`src/rtl/ps2_kbd_rx.sv`:
```
// PS/2 keyboard receiver: synchronises and glitch-filters the PS/2 lines, deframes
// 11-bit frames and queues good scan codes in a show-ahead FIFO with error pulses.
module ps2_kbd_rx #(
   parameter int FILTER_LEN = 8,
   parameter int TIMEOUT    = 20000,
   parameter int FIFO_DEPTH = 8
) (
   input  logic       clk_p,
   input  logic       reset,
   input  logic       ps2_clk,
   input  logic       ps2_data,
   output logic [7:0] rx_data,
   output logic       rx_valid,
   input  logic       rx_rd,
   output logic       frame_err,
   output logic       parity_err,
   output logic       overflow,
   output logic       busy
);

   localparam int AW = $clog2(FIFO_DEPTH);
   localparam int TW = $clog2(TIMEOUT + 1);

   typedef enum logic [1:0] {S_IDLE, S_DATA, S_PARITY, S_STOP} state_t;

   logic [1:0]            clk_sync_q, data_sync_q;
   logic [FILTER_LEN-1:0] filt_q;
   logic                  fclk_q, fclk_d;
   logic                  fall, data_bit;

   state_t                state_q, state_d;
   logic [2:0]            bit_cnt_q, bit_cnt_d;
   logic [7:0]            shift_q, shift_d;
   logic                  par_ok_q, par_ok_d;
   logic [TW-1:0]         tmo_q, tmo_d;
   logic                  frame_err_q, frame_err_d;
   logic                  parity_err_q, parity_err_d;
   logic                  overflow_q, overflow_d;
   logic                  push;

   logic [7:0]            mem_q [FIFO_DEPTH];
   logic [AW:0]           wr_ptr_q, rd_ptr_q;
   logic                  empty, full, pop, push_ok;

   // Lines idle high, so resetting the sync/filter chain to ones prevents a fake edge.
   always_ff @(posedge clk_p) begin
      if (reset) begin
         clk_sync_q  <= 2'b11;
         data_sync_q <= 2'b11;
         filt_q      <= '1;
         fclk_q      <= 1'b1;
      end else begin
         clk_sync_q  <= {clk_sync_q[0], ps2_clk};
         data_sync_q <= {data_sync_q[0], ps2_data};
         filt_q      <= {filt_q[FILTER_LEN-2:0], clk_sync_q[1]};
         fclk_q      <= fclk_d;
      end
   end

   always_comb begin
      fclk_d = fclk_q;
      if (&filt_q) begin
         fclk_d = 1'b1;
      end else if (~|filt_q) begin
         fclk_d = 1'b0;
      end
   end

   assign fall     = fclk_q & ~fclk_d;
   assign data_bit = data_sync_q[1];

   always_ff @(posedge clk_p) begin
      if (reset) begin
         state_q      <= S_IDLE;
         bit_cnt_q    <= '0;
         shift_q      <= '0;
         par_ok_q     <= 1'b0;
         tmo_q        <= '0;
         frame_err_q  <= 1'b0;
         parity_err_q <= 1'b0;
         overflow_q   <= 1'b0;
      end else begin
         state_q      <= state_d;
         bit_cnt_q    <= bit_cnt_d;
         shift_q      <= shift_d;
         par_ok_q     <= par_ok_d;
         tmo_q        <= tmo_d;
         frame_err_q  <= frame_err_d;
         parity_err_q <= parity_err_d;
         overflow_q   <= overflow_d;
      end
   end

   always_comb begin
      state_d      = state_q;
      bit_cnt_d    = bit_cnt_q;
      shift_d      = shift_q;
      par_ok_d     = par_ok_q;
      frame_err_d  = 1'b0;
      parity_err_d = 1'b0;
      push         = 1'b0;
      tmo_d        = (state_q == S_IDLE || fall) ? '0 : tmo_q + TW'(1);

      case (state_q)
         S_IDLE: begin
            if (fall && !data_bit) begin
               state_d   = S_DATA;
               bit_cnt_d = '0;
            end
         end
         S_DATA: begin
            if (fall) begin
               shift_d   = {data_bit, shift_q[7:1]};
               bit_cnt_d = bit_cnt_q + 3'd1;
               if (bit_cnt_q == 3'd7) begin
                  state_d = S_PARITY;
               end
            end
         end
         S_PARITY: begin
            if (fall) begin
               par_ok_d = (^shift_q) ^ data_bit;
               state_d  = S_STOP;
            end
         end
         S_STOP: begin
            if (fall) begin
               if (!data_bit) begin
                  frame_err_d = 1'b1;
               end else if (par_ok_q) begin
                  push = 1'b1;
               end else begin
                  parity_err_d = 1'b1;
               end
               state_d = S_IDLE;
            end
         end
         default: state_d = S_IDLE;
      endcase

      // Line stalled mid-frame: drop the partial byte and report it as a framing error.
      if (state_q != S_IDLE && !fall && tmo_q == TW'(TIMEOUT - 1)) begin
         state_d     = S_IDLE;
         frame_err_d = 1'b1;
         tmo_d       = '0;
      end
   end

   assign empty      = (wr_ptr_q == rd_ptr_q);
   assign full       = (wr_ptr_q[AW] != rd_ptr_q[AW]) && (wr_ptr_q[AW-1:0] == rd_ptr_q[AW-1:0]);
   assign pop        = rx_rd & ~empty;
   assign push_ok    = push & (~full | pop);
   assign overflow_d = push & full & ~pop;

   always_ff @(posedge clk_p) begin
      if (reset) begin
         wr_ptr_q <= '0;
         rd_ptr_q <= '0;
      end else begin
         if (push_ok) begin
            wr_ptr_q <= wr_ptr_q + (AW+1)'(1);
         end
         if (pop) begin
            rd_ptr_q <= rd_ptr_q + (AW+1)'(1);
         end
      end
   end

   always_ff @(posedge clk_p) begin
      if (push_ok) begin
         mem_q[wr_ptr_q[AW-1:0]] <= shift_q;
      end
   end

   assign rx_valid   = ~empty;
   assign rx_data    = empty ? 8'h00 : mem_q[rd_ptr_q[AW-1:0]];
   assign frame_err  = frame_err_q;
   assign parity_err = parity_err_q;
   assign overflow   = overflow_q;
   assign busy       = (state_q != S_IDLE);

endmodule

```
`config.mk`:
```
export PLATFORM = sky130hd
export DESIGN_NAME = ps2_kbd_rx
export DESIGN_NICKNAME = d
export VERILOG_FILES = /design/src/rtl/ps2_kbd_rx.sv
export SDC_FILE = /design/constraint.sdc
export NUM_CORES = 1
export LEC_CHECK = 0
export BUFFER_PORTS_ARGS = -buffer_cell sky130_fd_sc_hd__buf_2
export CAP_MARGIN = 10
export CORE_AREA = 2 2 139 127
export CTS_CLUSTER_DIAMETER = 100
export DETAILED_ROUTE_END_ITERATION = 10
export DIE_AREA = 0 0 141 129
export PLACE_DENSITY = 0.46
export SETUP_SLACK_MARGIN = 0.02
export SYNTH_ARGS = -nofsm -noshare
export SYNTH_HDL_FRONTEND = slang
export SYNTH_SLANG_ARGS = --single-unit
```
`constraint.sdc`:
```
create_clock -name clk_p -period 3.39 [get_ports clk_p]
set_clock_uncertainty 0.1 [all_clocks]
set_input_delay 0 -clock clk_p [delete_from_list [all_inputs] [get_ports clk_p]]
set_output_delay 0 -clock clk_p [all_outputs]
set_load 0.01 [all_outputs]
```
==> results of run 1 <==
layout make-up:
class | instances | area share
clock inverters | 9 | 0.0176
inverters | 9 | 0.00581
well taps | 211 | 0.0454
clock buffers | 22 | 0.0764
flip-flops and latches | 120 | 0.523
multi-input cells | 224 | 0.301
repair buffers | 28 | 0.0305
state kept, by name (all words and copies together) (netlist names), 2 cells and up, named ones only:
signal	flops
mem_q	64
tmo_q	15
filt_q	8
shift_q	8
rd_ptr_q	4
wr_ptr_q	4
bit_cnt_q	3
clk_sync_q	2
data_sync_q	2
state_q	2
path summary, 6_finish.rpt:
| check | from | slack (ns) | cells past startpoint | to |
|---|---|---|---|---|
| min reg2reg | data_sync_q[0]$_SDFF_PP1_ | 0.31 | 1 | data_sync_q[1]$_SDFF_PP1_ |
| max | filt_q[1]$_SDFF_PP1_ | 0.68 | 4 | mem_q[2][6]$_DFFE_PP_ |
| max reg2reg | filt_q[1]$_SDFF_PP1_ | 0.68 | 4 | mem_q[2][6]$_DFFE_PP_ |
| min | ps2_data | 0.22 | 3 | data_sync_q[0]$_SDFF_PP1_ |
cells in the mapped netlist, drive strengths merged, types with 4 or more instances:
cell / n
nand3: 18
ha: 10
and3: 6
dfxtp: 56
nand2: 28
nor4: 4
nor3: 4
nor2: 38
buf: 10
nand4: 9
clkbuf: 8
mux4: 16
a21oi: 17
xor2: 9
mux2i: 12
inv: 9
xnor2: 18
edfxtp: 64
or2: 12
routing by layer:
| layer | global-route usage | routed length, um | up-vias |
|---|---|---|---|
| met3 | 0.0309 | 253 | 14 |
| met1 | 0.141 | 4610 | 1369 |
| met5 | 0 | 0 | - |
| li1 | - | - | 1398 |
| met4 | 0.0441 | 157 | 0 |
| met2 | 0.185 | 4510 | 37 |
worst max-delay path, stage by stage, from the launching register on:
cell and delay, ns:
dfxtp_1 0.33, nor4_4 0.41, and3_2 0.44, nand3_2 0.19
nor4b_2 0.86
power by group:
group,switching (mW),internal (mW),leakage (nW)
combinational,0.0107,0.00828,0.657
clock,0.591,1.07,0.261
sequential,0.00248,1.52,1.05
total,0.604,2.60,1.96
through the flow:
stage                     total power, mW  cell area [um2]  cells
after floorplan                      1.56             4940    371
after global placement               1.57             5230    588
after detailed placement             1.57             5230    588
after CTS                            3.24             5820    623
after global routing                 3.31             5820    623
final                                3.20             5820    623
logic make-up (layout without fill, tap and decap cells):
group,after synthesis,count (layout),synth area share
adder cells (fa/ha/maj),10,10,0.0253
multiplexers,28,28,0.0973
AND/OR/NAND/NOR,133,133,0.146
AO/OA/AOI/OAI,25,25,0.0299
flip-flops,120,120,0.616
XOR/XNOR,28,28,0.0524
buffers and inverters,27,68,0.0329
==> flow_summary.toml, run 1 <==
[synthesis]
synth_edf_count = 64
ys_types = 44
seq_area_frac_synth = 0.616
synth_flop_cell = "edfxtp_1"
synthArstFlopShare = 0
ys_ff_latch = 120
synth_area_leaders = "edfxtp_1 (39%), dfxtp_1 (23%), mux4_2 (7.3%)"
syn-num-nets = 386
syn_area_um2 = 4940
syn_inst = 371
syn_avg_cell_area_um2 = 13.3
ys_warn_count = 0
synth_top_area_cell = "edfxtp_1"
yosys.area.top_type_share = 0.389

[power]
peakVddDrop_mv = 0.336
power_leakage_nw = 1.96
power_density_nw_per_um2 = 550

[timing]
max_slew.worst_pin.slew_ns = 1.01
grt_setup_unrepaired = "false"
max_freq_ghz = 0.369
relSlewSlack = 0.328
setup_viol_count_final = 0
final-hold-violation-count = 0
finalWorstSetupSlack_ns = 0.676
fin_crit_sh = 0.800
tns_ns = 0
period_minus_slack_ns = 2.71
holdWs_ns = 0.218
maxSlewViolCount = 0

[clocking]
cts_tree = "done"
hold_buffers = 4
clock_path_buffers = 2
cts_sinks = 120
htreeDepth = 4
cts_buffers = 17
clk_latency_ns = 0.40
post_cts_buffers = 0
ctsResizeCount = 0
clk_pin_slew_ns = 0.05
cts_root_buffer = "clkbuf_16"

[critical_path]
crit_path_end_kind = "flop"
arrival_ns = 2.64
crit_required_ns = 3.31
cp-start-kind = "flop"
crit_fanout = 16
crit_type = "reg2reg"

[layout]
nFillCells = 1617
finalCoreUtilization = 0.348
area_growth_pct = 17.8
final_common_cell = "edfxtp_1"
n_antenna_cell = 0
final_layout_size_suffix_gt1_frac = 0.221
seq_area_um2 = 3040
multiInputGateArea_um2 = 1750
final_cell_mix = "edfxtp_1 (64), dfxtp_1 (56), nor2_1 (38), nand2_1 (28), xnor2_1 (18)"
nets = 415

[grt]
antenna_found_initial = 0
grt_start_max_net_pins = 38
grt_overflow = 0
grt_pass1_wl_um = 15200
grt_use_total = 0.112
grt_pass1_vias = 2794

[route]
post_drt_wl_per_cell_um = 15.3
num_vias = 2818
drtIter0Drc = 162
drtAntennaViolNets = 0
routed_wl_um = 9540
avgViaCountPerCell = 4.52
first_pass_iters = 4
drc = 0

[floorplan]
dieHeight_um = 129
rows = 45
initial_core_util = 0.295
core_area_um2 = 16700
io_pins = 18
die_x_um = 141
die-area_um2 = 18200

[placement]
io_buffers = 17
place.gp.congestion = 0.700
pre_cts_ws_ns = 0.598
dp_hpwl_um = 6280

[flow_run]
drv_cap = 0

[run_status]
run_status = "complete, no violations"

[min_path]
min_path_type = "in2reg"
Power figures use the tool's default switching activity.
==> run 2, diff against run 1 <==
- PLACE_DENSITY: 0.46 -> 0.48
- clock period: 3.39 -> 2.2 ns (I/O delays scaled with it)
==> run 2 against run 1 <==
  * Flip-flop and latch count unchanged
  * Register-to-register slack got worse by 0.51 ns
  * Routed wire length rose by 0.31%
  * Utilization rose by 1.2 points
  * Clock-buffer cell count fell by 5
  * Sequential power increased by 54%
  * Power grew 57%
  * Sequential share of layout area fell by 1.7 points
  * Hold slack got worse by 0.0079 ns
  * Critical path type is now reg2out
  * Highest routed layer unchanged
  * Non-clock buffer count increased by 18
==> flow_summary.toml, run 2 (synthesis results as in run 1) <==
[clocking]
clock_path_buffers = 2
clk_latency_ns = 0.41
cts_root_buffer = "clkbuf_16"
cts_sinks = 120
cts_tree = "done"
post_cts_buffers = 0
htreeDepth = 4
clk_pin_slew_ns = 0.06
cts_buffers = 17

[layout]
nFillCells = 1594
fin_cells = 642
final_layout_size_suffix_gt1_frac = 0.269
nets = 433
n_antenna_cell = 0
multiInputGateArea_um2 = 1770
finalCoreUtilization = 0.359
final_common_cell = "edfxtp_1"
final_cell_mix = "edfxtp_1 (64), dfxtp_1 (56), nor2_1 (38), nand2_1 (28), buf_4 (24)"
seq_area_um2 = 3040
area_growth_pct = 21.7
largest_register_ffs = 64

[timing]
holdWs_ns = 0.210
max_freq_ghz = 0.490
maxSlewViolCount = 0
grt_setup_unrepaired = "false"
fin_crit_sh = 0.927
max_slew.worst_pin.slew_ns = 0.554
period_minus_slack_ns = 2.04
final-hold-violation-count = 0
setup_viol_count_final = 0
relSlewSlack = 0.630

[power]
combPwrFrac = 0.007
switching_share = 0.202
power_leakage_nw = 2.07
power_density_nw_per_um2 = 838
p_int_mw = 4.02
pwr-share-clk = 0.528
p_sw_mw = 1.02
finalPower_mw = 5.04
peakVddDrop_mv = 0.534
p_seq_frac = 0.465

[critical_path]
cpMaxStageDelayCell = "mux4_2"
cp_num_buf_inv = 2
crit_required_ns = 2.10
crit_type = "reg2out"
arrival_ns = 1.94
crit_fanout = 16
critPathTopFamily = "multiplexers"
crit_chain = "buf_6 > mux4_2 > mux2i_1 > nor2_1 > buf_2"
cp-start-kind = "flop"
critPathMaxStageDelay_ns = 0.56
crit_path_end_kind = "output pin"

[route]
post_drt_wl_per_cell_um = 14.9
drc = 0
avgViaCountPerCell = 4.49
first_pass_iters = 4
num_vias = 2881
drtIter0Drc = 165
drtAntennaViolNets = 0
routed_wl_um = 9570

[grt]
grt_use_total = 0.115
grt_pass1_wl_um = 15700
grt_start_max_net_pins = 37
grt_overflow = 0
antenna_found_initial = 0
grt_pass1_vias = 3018

[placement]
dp.cells = 606
place.gp.congestion = 0.724
io_buffers = 17
dp_hpwl_um = 6470

[run_status]
run_status = "complete, no violations"

[flow_run]
drv_cap = 0

[floorplan]
die-area_um2 = 18200
dieHeight_um = 129
core_area_um2 = 16700
rows = 45
initial_core_util = 0.295
io_pins = 18
die_x_um = 141

[min_path]
min_path_type = "in2reg"
[run 2: area by class of cell]
| class | instances | share of cell area |
|---|---|---|
| multi-input cells | 224 | 0.295 |
| clock inverters | 15 | 0.0254 |
| inverters | 9 | 0.00562 |
| clock buffers | 17 | 0.0708 |
| well taps | 211 | 0.0439 |
| repair buffers | 46 | 0.0527 |
| flip-flops and latches | 120 | 0.506 |
[run 2: per-stage QoR]
step	instance area (um2)	setup TNS (ns)	setup WS, ns
after detailed placement	5390	0	0.163
after CTS	6010	0	0.0217
after global routing	6010	0	0.0214
final	6010	0	0.160
after global placement	5390	0	0.198
after floorplan	4980	-3.06	-0.163
[run 2: final timing paths]
kind	startpoint	end	slack, ns	depth (start not counted)
setup / recovery	flop	rx_data[6]	0.16	5
hold reg to reg	data_sync_q[0]$_SDFF_PP1_	data_sync_q[1]$_SDFF_PP1_	0.31	1
setup reg to reg	filt_q[5]$_SDFF_PP1_	mem_q[1][6]$_DFFE_PP_	0.17	5
hold / removal	ps2_data	data_sync_q[0]$_SDFF_PP1_	0.21	3
[run 2: power groups by stage]
stage,Combinational [mW],Clock (mW),Sequential [mW]
final,0.0332,2.66,2.34
after global routing,0.0368,2.83,2.34
after CTS,0.0341,2.73,2.34
after detailed placement,0.0284,0,2.39
after global placement,0.0279,0,2.39
after floorplan,0.0181,0,2.39
[run 2: worst reg2reg max path: stages, from the launching register on]
cell and delay, ns:
dfxtp_1 0.34, nor4_4 0.40, and3_2 0.27, nand3_2 0.18
nor4b_4 0.25, buf_4 0.21
[run 2: what timing repair did]
action | CTS | global route
gates resized for setup | 0 | 1
hold buffers | 4 | 0
endpoints found under the setup margin | 0 | 5
endpoints found under the hold margin | 13 | 0
[run 2: metal layers]
metal	part of all wire	vias to the layer above	GRT usage
met2	0.48	52	0.193
met5	0	-	0
met1	0.47	1381	0.140
li1	-	1433	-
met3	0.035	15	0.0313
met4	0.018	0	0.0500
==> run 3, diff against run 2 <==
--- a/config.mk
+++ b/config.mk
@@ -10,3 +10,2 @@
 export CORE_AREA = 2 2 139 127
-export CTS_CLUSTER_DIAMETER = 100
 export DETAILED_ROUTE_END_ITERATION = 10
==> constraint.sdc (replaced) <==
create_clock -name clk_p -period 2.2 [get_ports clk_p]
set_clock_uncertainty 0.1 [all_clocks]
set_input_delay 0.44 -clock clk_p [delete_from_list [all_inputs] [get_ports clk_p]]
set_output_delay 0.44 -clock clk_p [all_outputs]
set_load 0.01 [all_outputs]
==> run 3 against run 2 <==
  * The run now ends with negative setup slack left
  * Non-clock buffer count rose by 1
  * Design area is 0.96% higher
  * Cell count is 0.31% higher
  * Clock-buffer cell count unchanged
  * First-iteration DRC count shrank 17%
  * Power decreased by 2.6%
  * Critical endpoint is now rx_data[4]
  * Largest cell class unchanged
  * Highest routed layer unchanged
==> flow_summary.toml, run 3 (synthesis results as in run 1) <==
[floorplan]
initial_core_util = 0.295
die_x_um = 141
core_area_um2 = 16700
rows = 45
die-area_um2 = 18200
io_pins = 18
dieHeight_um = 129

[timing]
max_freq_ghz = 0.423
maxSlewViolCount = 0
finalWorstSetupSlack_ns = -0.165
setup_viol_count_final = 8
fin_crit_sh = 1.07
relSlewSlack = 0.687
period_minus_slack_ns = 2.36
max_slew.worst_pin.slew_ns = 0.468
final-hold-violation-count = 0
grt_setup_unrepaired = "true"

[grt]
grtUsageMet1 = 0.141
grt_use_total = 0.119
grt_start_max_net_pins = 24
antenna_found_initial = 0
grt_use_met3 = 0.0465
busiest_layer = "met2"
grt_pass1_wl_um = 16100
grt_overflow = 0
grt_pass1_vias = 3033
use_met2 = 0.196

[route]
avgViaCountPerCell = 4.57
drtIter0Drc = 137
post_drt_wl_per_cell_um = 15.4
num_vias = 2946
drtAntennaViolNets = 0
routed_wl_um = 9940
first_pass_iters = 4
drc = 0

[layout]
nets = 435
final_common_cell = "edfxtp_1"
finalCoreUtilization = 0.363
n_antenna_cell = 0
final_cell_mix = "edfxtp_1 (64), dfxtp_1 (52), nor2_1 (38), nand2_1 (28), buf_4 (25)"
largest_register_ffs = 64
area_growth_pct = 22.9
nFillCells = 1625
final_layout_size_suffix_gt1_frac = 0.300

[power]
peakVddDrop_mv = 0.536
power_leakage_nw = 2.09
power_density_nw_per_um2 = 808

[clocking]
cts_buffers = 17
clock_path_buffers = 2
hold_buffers = 0
cts_tree = "done"
clk_latency_ns = 0.41
htreeDepth = 4
cts_root_buffer = "clkbuf_16"
clk_pin_slew_ns = 0.06
cts_sinks = 120

[placement]
io_buffers = 17
place.gp.congestion = 0.739
dp_hpwl_um = 6340
pre_cts_ws_ns = 0.115

[flow_run]
drv_cap = 0

[critical_path]
crit_path_end_kind = "output pin"
crit_fanout = 8
crit_required_ns = 1.66
crit_type = "reg2out"
arrival_ns = 1.82
cp-start-kind = "flop"

[run_status]
violations = "negative setup slack"
run_status = "finished, violations left"

[min_path]
min_path_type = "in2reg"
==> run 3: cell count changes in the layout (fill, tap and decap cells not counted), moves of 2 or more <==
cell and change:
dfxtp_1 -4, dlygate4sd3_1 -4, dfxtp_2 +3, inv_6 +3, buf_12 +2, bufinv_16 -2, clkinvlp_4 -2, xnor2_1 -2
xnor2_2 +2
==> run 3: where the power goes <==
group	switching, mW	internal (mW)
Combinational	0.0176	0.0102
Sequential	0.00258	2.34
Clock	1.08	1.46
==> run 3: cell type report <==
type | count | area, um2 | share of cell area
clock buffers | 17 | 425 | 0.0701
well taps | 211 | 264 | 0.0435
flip-flops and latches | 120 | 3050 | 0.503
multi-input cells | 225 | 1810 | 0.299
repair buffers | 47 | 363 | 0.0598
inverters | 9 | 33.8 | 0.00557
clock inverters | 15 | 119 | 0.0196
==> run 3: what timing repair did <==
item / CTS / global route
cloned: 2 / 0
endpoints found under the setup margin: 9 / 49
pin swaps: 3 / 6
endpoints found under the hold margin: 0 / 0
buffers inserted: 1 / 2
resized for setup: 5 / 8
==> run 3: critical path: stages (launching register included) <==
cell,delay [ns]
dfxtp_4,0.40
buf_12,0.15
mux4_2,0.53
mux2i_1,0.14
nor2_1,0.05
buf_2,0.14
==> run 3: per-layer routing <==
| metal | part of all wire | up-vias |
|---|---|---|
| met5 | 0 | - |
| li1 | - | 1453 |
| met2 | 0.50 | 44 |
| met4 | 0.0094 | 0 |
| met1 | 0.45 | 1441 |
| met3 | 0.043 | 8 |
==> run 3: final timing paths <==
| kind | start | to | slack (ns) | cells after the start |
|---|---|---|---|---|
| setup / recovery | flop | rx_data[4] | -0.16 | 5 |
| hold / removal | ps2_clk | clk_sync_q[0]$_SDFF_PP1_ | 0.11 | 2 |
| setup reg to reg | state_q[1]$_SDFFE_PP0P_ | mem_q[5][0]$_DFFE_PP_ | 0.12 | 7 |
| hold reg to reg | data_sync_q[0]$_SDFF_PP1_ | data_sync_q[1]$_SDFF_PP1_ | 0.31 | 1 |
==> run 3: stage by stage <==
step | hold WS (ns) | cells | power [mW] | area, um2 | setup TNS [ns]
final | 0.110 | 644 | 4.90 | 6070 | -1.20
after global routing | 0.0993 | 644 | 5.09 | 6070 | -2.11
after CTS | 0.0913 | 642 | 4.98 | 6020 | -1.61
after detailed placement | 0.296 | 607 | 2.42 | 5420 | 0
after global placement | 0.294 | 607 | 2.42 | 5420 | 0
after floorplan | 0.289 | 371 | 2.41 | 4980 | -3.06
